[src/rtl/tmr_vote_controller.sv]
// Sequencer around a 3-input bitwise majority voter: collects one word per replica,
// tolerates one straggler after a bounded wait, and tracks replicas that keep disagreeing.
module tmr_vote_controller #(
  parameter int WIDTH        = 8,
  parameter int TIMEOUT      = 15,
  parameter int FAULT_THRESH = 3,
  parameter int CNT_W        = 4
) (
  input  logic             clk,
  input  logic             rst,
  input  logic [2:0]       in_valid,
  output logic [2:0]       in_ready,
  input  logic [WIDTH-1:0] in_data_a,
  input  logic [WIDTH-1:0] in_data_b,
  input  logic [WIDTH-1:0] in_data_c,
  output logic             out_valid,
  input  logic             out_ready,
  output logic [WIDTH-1:0] out_data,
  output logic             out_agree,
  output logic             out_degraded,
  output logic             timeout_err,
  output logic [2:0]       fault,
  input  logic             clear_fault
);

  localparam int TW = (TIMEOUT < 1) ? 1 : $clog2(TIMEOUT + 1);
  localparam logic [CNT_W-1:0] THRESH = CNT_W'(FAULT_THRESH);

  typedef enum logic [1:0] {
    IDLE,
    COLLECT,
    VOTE,
    HOLD
  } state_t;

  state_t           state, state_nxt;
  logic [2:0]       captured, captured_nxt;
  logic [2:0]       cap, cap_all;
  logic             two_captured;
  logic [TW-1:0]    timer, timer_nxt;
  logic             timeout_nxt;
  logic [WIDTH-1:0] words [3];
  logic [CNT_W-1:0] cnt [3];
  logic [CNT_W-1:0] cnt_nxt [3];
  logic [2:0]       fault_nxt;
  logic             full_vote;
  logic             pair_equal;
  logic [WIDTH-1:0] vote_data;
  logic             vote_agree;
  logic             vote_degraded;

  assign in_ready     = (state == IDLE || state == COLLECT) ? ~captured : 3'b000;
  assign cap          = in_valid & in_ready;
  assign cap_all      = captured | cap;
  assign two_captured = (cap_all == 3'b011) || (cap_all == 3'b101) || (cap_all == 3'b110);

  // Round sequencing; a capture on the timeout edge still counts toward the round.
  always_comb begin
    state_nxt    = state;
    captured_nxt = cap_all;
    timer_nxt    = timer;
    timeout_nxt  = 1'b0;
    case (state)
      IDLE: begin
        if (&cap_all) begin
          state_nxt = VOTE;
        end else if (|cap_all) begin
          state_nxt = COLLECT;
          timer_nxt = '0;
        end
      end
      COLLECT: begin
        timer_nxt = timer + TW'(1);
        if (&cap_all) begin
          state_nxt = VOTE;
        end else if (timer == TW'(TIMEOUT)) begin
          if (two_captured) begin
            state_nxt = VOTE;
          end else begin
            state_nxt    = IDLE;
            captured_nxt = 3'b000;
            timeout_nxt  = 1'b1;
          end
        end
      end
      VOTE: begin
        state_nxt = HOLD;
      end
      HOLD: begin
        if (out_ready) begin
          state_nxt    = IDLE;
          captured_nxt = 3'b000;
        end
      end
      default: begin
        state_nxt    = IDLE;
        captured_nxt = 3'b000;
      end
    endcase
  end

  // Vote result; in degraded mode the lower-index captured word wins.
  always_comb begin
    full_vote = &captured;
    case (captured)
      3'b011:  pair_equal = (words[0] == words[1]);
      3'b101:  pair_equal = (words[0] == words[2]);
      3'b110:  pair_equal = (words[1] == words[2]);
      default: pair_equal = 1'b0;
    endcase
    if (full_vote) begin
      vote_data     = (words[0] & words[1]) | (words[0] & words[2]) | (words[1] & words[2]);
      vote_agree    = (words[0] == words[1]) && (words[1] == words[2]);
      vote_degraded = 1'b0;
    end else begin
      vote_data     = captured[0] ? words[0] : words[1];
      vote_agree    = pair_equal;
      vote_degraded = 1'b1;
    end
  end

  // Mismatch counters saturate at the threshold; clear_fault overrides any update.
  always_comb begin
    fault_nxt = fault;
    for (int i = 0; i < 3; i++) begin
      cnt_nxt[i] = cnt[i];
      if (state == VOTE) begin
        if (full_vote) begin
          if (words[i] != vote_data) begin
            cnt_nxt[i] = (cnt[i] >= THRESH) ? cnt[i] : cnt[i] + CNT_W'(1);
          end else begin
            cnt_nxt[i] = '0;
          end
        end else if (!captured[i]) begin
          cnt_nxt[i] = (cnt[i] >= THRESH) ? cnt[i] : cnt[i] + CNT_W'(1);
        end else if (pair_equal) begin
          cnt_nxt[i] = '0;
        end
      end
      if (cnt_nxt[i] == THRESH) begin
        fault_nxt[i] = 1'b1;
      end
      if (clear_fault) begin
        cnt_nxt[i] = '0;
      end
    end
    if (clear_fault) begin
      fault_nxt = 3'b000;
    end
  end

  always_ff @(posedge clk or posedge rst) begin
    if (rst) begin
      state        <= IDLE;
      captured     <= 3'b000;
      timer        <= '0;
      timeout_err  <= 1'b0;
      fault        <= 3'b000;
      out_valid    <= 1'b0;
      out_data     <= '0;
      out_agree    <= 1'b0;
      out_degraded <= 1'b0;
      for (int i = 0; i < 3; i++) begin
        words[i] <= '0;
        cnt[i]   <= '0;
      end
    end else begin
      state       <= state_nxt;
      captured    <= captured_nxt;
      timer       <= timer_nxt;
      timeout_err <= timeout_nxt;
      fault       <= fault_nxt;
      for (int i = 0; i < 3; i++) begin
        cnt[i] <= cnt_nxt[i];
      end
      if (cap[0]) words[0] <= in_data_a;
      if (cap[1]) words[1] <= in_data_b;
      if (cap[2]) words[2] <= in_data_c;
      if (state == VOTE) begin
        out_valid    <= 1'b1;
        out_data     <= vote_data;
        out_agree    <= vote_agree;
        out_degraded <= vote_degraded;
      end else if (state == HOLD && out_ready) begin
        out_valid <= 1'b0;
      end
    end
  end

endmodule

[config.mk]
export PLATFORM = sky130hd
export DESIGN_NAME = tmr_vote_controller
export DESIGN_NICKNAME = d
export VERILOG_FILES = /design/src/rtl/tmr_vote_controller.sv
export SDC_FILE = /design/constraint.sdc
export NUM_CORES = 1
export LEC_CHECK = 0
export BUFFER_PORTS_ARGS = -buffer_cell sky130_fd_sc_hd__buf_2
export CAP_MARGIN = 20
export CORE_MARGIN = 1
export CORE_UTILIZATION = 36
export DETAILED_ROUTE_END_ITERATION = 10
export PLACE_DENSITY_LB_ADDON = 0.25
export SLEW_MARGIN = 20
export SYNTH_ARGS = -nofsm -noshare
export SYNTH_HDL_FRONTEND = slang
export SYNTH_SLANG_ARGS = --single-unit
[constraint.sdc]
create_clock -name clk -period 5.7 [get_ports clk]
set_clock_uncertainty 0.15 [all_clocks]
set_input_delay 0.855 -clock clk [delete_from_list [all_inputs] [get_ports clk]]
set_output_delay 0.855 -clock clk [all_outputs]
set_load 0.05 [all_outputs]
# == After elaboration in Yosys (flattened, before gate mapping) ==
# Cells that the tools add are included.
# totals
register_bits,60
inputBits,31
output_inout_bits,18
wordCells,124
# op_classes
n_addsub,4
n_lt_le_gt_ge,3
n_eq_ne,24
muxes,52
bitwise_logic,8
n_reduce_logical,16
# ops
cell,count
4-bit two-way mux,23
8-bit AND,3
8-bit == test,3
8-bit inequality test,3
3-bit two-way mux,6
"4-bit by 1-bit adder with 4-bit output, second input constant",4
8-bit two-way mux,2
8-bit bitwise OR,2
"3-bit == test, second input constant",4
"4-bit by 2-bit == test with 1-bit output, second input constant",3
"4-bit by 2-bit greater-or-equal comparator with 1-bit output, second input constant",3
2-bit two-way mux,6
3-bit AND reduction,4
1-bit two-way mux,11
2-bit nonzero test,5
2-bit one-hot mux with 4 select lines,1
4-bit one-hot mux with 2 select lines,1
"3-bit by 2-bit == test with 1-bit output, second input constant",2
"3-bit by 1-bit inequality test with 1-bit output, second input constant",2
3-bit one-hot mux with 2 select lines,1
"2-bit == test, second input constant",2
"4-bit == test, second input constant",1
"2-bit inequality test, second input constant",2
3-bit AND,1
9 further kinds,12

# == Longest topological paths before layout ==
# logic_depth
depth_word,12
mapped_depth,10
depth_no_buf,8

# == Worst setup path after synthesis ==
# Ideal clock, no wire load.
# synth_timing
path_kind,register to register
from,register words[21] (netlist bit)
to,register fault[0]
setup_time_ps,140
t_arrival_ps,2328
t_required_ps,5410
slack_ps,3082
path_stages_with_launch,9
path_buffers,0
synth_period_minus_slack_ps,2618
path_cell_list,dfrtp_1 -> ha_1 -> or3_1 -> mux2_4 -> xor2_1 -> or4_4 -> a21boi_1 -> a21oi_2 -> o32ai_1
# synth_via
elab_chain_len,10
word_cells_on_any_way,17
classes_between,eq/ne (4); mux (8); bitwise (4); reduce/logical (1)
# synth_lines
item,line_no,source
from (decl),42,logic [WIDTH-1:0] words [3];
8-bit AND,112,vote_data = (words[0] & words[1]) | (words[0] & words[2]) | (words[1] & words[2]);
8-bit bitwise OR (2 in series),112,
8-bit two-way mux,111,if (full_vote) begin
8-bit inequality test,129,if (words[i] != vote_data) begin
4-bit two-way mux,129,
4-bit two-way mux (*),128,if (full_vote) begin
4-bit two-way mux (*),127,if (state == VOTE) begin
4-bit by 2-bit == test with 1-bit output (*),140,if (cnt_nxt[i] == THRESH) begin
2-bit nonzero test (no source line) (*),n/a,
to (signal assigned),172,fault <= fault_nxt;
to (decl),22,"output logic [2:0] fault,"
# Every way passes the cells marked *; elsewhere a longest branch is shown, timed or not.
# A chain may end at the register's enable or synchronous reset.

# == Worst setup path after layout ==
# layout_timing
from,register captured[0]
to,register fault[0]
# layout_via
elab_chain_len,8
word_cells_on_any_way,15
classes_between,eq/ne (5); mux (8); reduce/logical (2)
# layout_lines
item,line_no,source
from (decl),37,"logic [2:0] captured, captured_nxt;"
from (signal assigned),169,captured <= captured_nxt;
"3-bit == test, or another cell as far along",105,case (captured)
1-bit one-hot mux with 3 select lines / 8-bit two-way mux (equally long branches),"105, 111",
4-bit two-way mux / 8-bit inequality test (equally long branches),"136, 129",
"4-bit two-way mux, on equally long branches","134, 129",
4-bit two-way mux (*),128,
4-bit two-way mux (*),127,
4-bit by 2-bit == test with 1-bit output (*),140,
2-bit nonzero test (no source line) (*),n/a,
# Marked as above.

==> results.yml <==
global_route:
  antenna_found_initial: 0
  grt-ovfl-total: 0
  grtUsageTotal: 0.172
  grt_pass1_vias: 2821
  grt_pass1_wl_mm: 14.5
  grt_max_degree: 61
job:
  cap_viol_max_count: 0
timing:
  relSlewSlack: 0.377
  min_period_over_period: 0.555
  finalSetupTns_ps: 0
  tightest_slew_ps: 935
  max_freq_mhz: 316
  rsz0062_at_grt: "false"
  setup_viol: 0
  hold_viol: 0
  min_period_ps: 3170
  slew_violations: 0
cells_and_area:
  fill_cells: 996
  layout-drive-gt1-share: 0.268
  fin_nets: 475
  antenna_cells: 0
  fin_area_um2: 4330
  stdcell_count: 554
  postLayoutCoreUtil: 0.437
  syn_to_final_growth_pct: 15.6
die:
  io-pin-count: 49
  fp-row-count: 36
  start_util: 0.378
  dieArea_um2: 10800
  core_area_um2: 9910
  die_y_um: 104
  die_w_um: 104
worst_setup_path:
  cp-end-kind: "register"
  crit_chain: "nand3_4, mux2_4, xor2_1, or4_4, a21boi_1, a21oi_2, o32ai_1"
  setup.worst_path.start: "captured[0]"
  worst-path-max-fanout: 26
  startpoint_type: "register"
  r2r-start: "captured[0]"
  r2r_slack_ps: 2530
  crit_type: "register to register"
  cp.required_ps: 5770
  cp_slowest_stage_delay_ps: 950
  regToRegEndpoint: "fault[0]"
  critPathSlowestCell: "dfrtp_1"
  r2r_cells: 7
  worstPathArrival_ps: 3230
route:
  routedWlPerCell_um: 15.7
  drt_iter0_drc: 200
  route.detailed.drc: 0
  routed_wirelength_mm: 8.68
  viasPerCell: 5.30
  drtAntennaViolNets: 0
  vias: 2938
  dr.pass1.iters: 4
worst_hold_path:
  min_from: "out_agree"
  hp-class: "register to register"
  holdPathStages: 2
  min_to: "out_agree"
cts:
  cts_setup_buffers: 0
  cts_tree: "done"
  cts_resized: 0
  cts.clk_slew.worst_paths_ps: 70
  cts_buffers: 9
  cts_max_level: 3
  cts.sinks: 60
  holdBufCountCts: 0
  cts_root_buf: "clkbuf_8"
  cts_buffer_depth: 2
  clk_latency_ps: 340
yosys:
  synth_top_area_share: 0.401
  synthCells: 372
  ys.flop_type: "dfrtp_1"
  synthTopCellsByArea: "dfrtp_1 40%, ha_1 9.4%, mux2_2 8.1%"
  synth_edf_count: 0
  syn_nets: 431
  ys_seq_area_frac: 0.401
  synth_async_sr_flop_share: 1.00
  ys_types: 56
  syn_area_um2: 3750
  synth_top_area_cell: "dfrtp_1"
  syn_avg_cell_area_um2: 10.1
  yosysWarnings: 0
  ys_seq_elements: 60
power_and_ir_drop:
  total_power_mw: 2.74
  peakVddDrop_mv: 0.352
  power.density_nw_per_um2: 633
  p_leak_nw: 1.99
place:
  finalWeightedCongestion: 0.862
  dp_cells: 538
  dp.final_hpwl_mm: 6.49
  port_buffers: 48
  post_dp_cell_area_um2: 4090
status:
  status: "finished clean"
## stage by stage
step                      hold slack (ps)  setup slack [ps]
final                                 312              2530
after detailed placement              302              2530
after global routing                  341              2320
after global placement                299              2660
after floorplan                       324              3080
after CTS                             317              2570
## critical path, delay by kind of cell (launching register included)
| kind | cells | cell delay (ps) |
|---|---|---|
| AO/OA/AOI/OAI | 3 | 390 |
| XOR/XNOR | 1 | 150 |
| flip-flops | 1 | 950 |
| multiplexers | 1 | 430 |
| AND/OR/NAND/NOR | 2 | 960 |
## cell families after synthesis
kind of cell | count (synthesis) | share of synthesized area
AOI/OAI and AO/OA | 73 | 0.132
xor gates and xnor gates | 21 | 0.0491
adders and majority gates | 28 | 0.0935
buffers and inverters | 25 | 0.0297
DFF | 60 | 0.401
muxes | 36 | 0.111
and+or+nand+nor | 129 | 0.184
## worst max path at each step
stage / endpoint / slack (ps) / cells after the start
after detailed placement: timer[3] / 2530 / 8
after floorplan: fault[0] / 3080 / 8
final: fault[0] / 2530 / 7
after CTS: fault[0] / 2570 / 7
after global routing: fault[1] / 2320 / 7
after global placement: fault[0] / 2660 / 7
## synth_stat cells (2+ instances only)
cell type / instances
mux2i_1: 5
nor3_1: 8
mux2_2: 27
a221oi_1: 4
nor3b_1: 4
nand4_1: 3
o32ai_1: 2
a32o_1: 2
nor4b_1: 4
mux2_4: 4
clkbuf_1: 12
nor2_1: 23
and3_1: 6
nor3_2: 2
xor2_1: 13
ha_1: 28
nand3b_1: 2
and2_1: 4
xnor2_1: 8
a21oi_1: 11
dfrtp_1: 60
nor2b_1: 2
nor4_1: 6
nand3_1: 6
o211ai_1: 4
a21oi_2: 2
inv_1: 6
or3_1: 5
a22o_1: 2
nand2b_1: 4
buf_2: 5
a21boi_1: 4
a31oi_1: 4
o221a_2: 3
o21ai_0: 22
nand2_1: 41
o22ai_1: 5
## registers in the layout, indices dropped and copies added, names as in the netlist, 2 cells and up
name / flops
state: 2
cnt: 12
timer: 4
out_data: 8
fault: 3
captured: 3
words: 24
## area by class of cell
| type | count | area, um2 | share of cell area |
|---|---|---|---|
| sequential | 60 | 1500 | 0.347 |
| inverter | 6 | 22.5 | 0.00520 |
| clock inverter | 3 | 67.6 | 0.0156 |
| timing repair buffer | 52 | 270 | 0.0624 |
| tap | 133 | 166 | 0.0384 |
| clock buffer | 13 | 169 | 0.0390 |
| multi-input combinational | 287 | 2130 | 0.493 |
## layer usage
metal | up-vias | share of wire | track usage
li1 | 1449 | - | -
met1 | 1404 | 0.48 | 0.234
met2 | 73 | 0.46 | 0.266
met3 | 12 | 0.044 | 0.0376
met4 | 0 | 0.015 | 0.0684
met5 | - | 0 | 0
## placed cells by master (no fill, tap or decap), types with 5 or more instances in the layout
master and instances:
dfrtp_1 60, nand2_1 41, mux2_2 27, or3_1 5, a21oi_1 11, buf_2 48, ha_1 28, nand3_1 6
nor3_1 8, o21ai_0 22, nor2_1 23, nor4_1 6, xor2_1 13, mux2i_1 5, xnor2_1 8, o22ai_1 5
and3_1 6, inv_1 5, clkbuf_8 12
## where the power goes
group / total, mW / leakage [nW] / internal [mW] / switching, mW
combinational: 1.43 / 1.12 / 0.616 / 0.816
clock: 0.449 / 0.116 / 0.282 / 0.166
sequential: 0.862 / 0.753 / 0.588 / 0.274
total: 2.74 / 1.99 / 1.49 / 1.26
(Power assumes the default switching activity.)
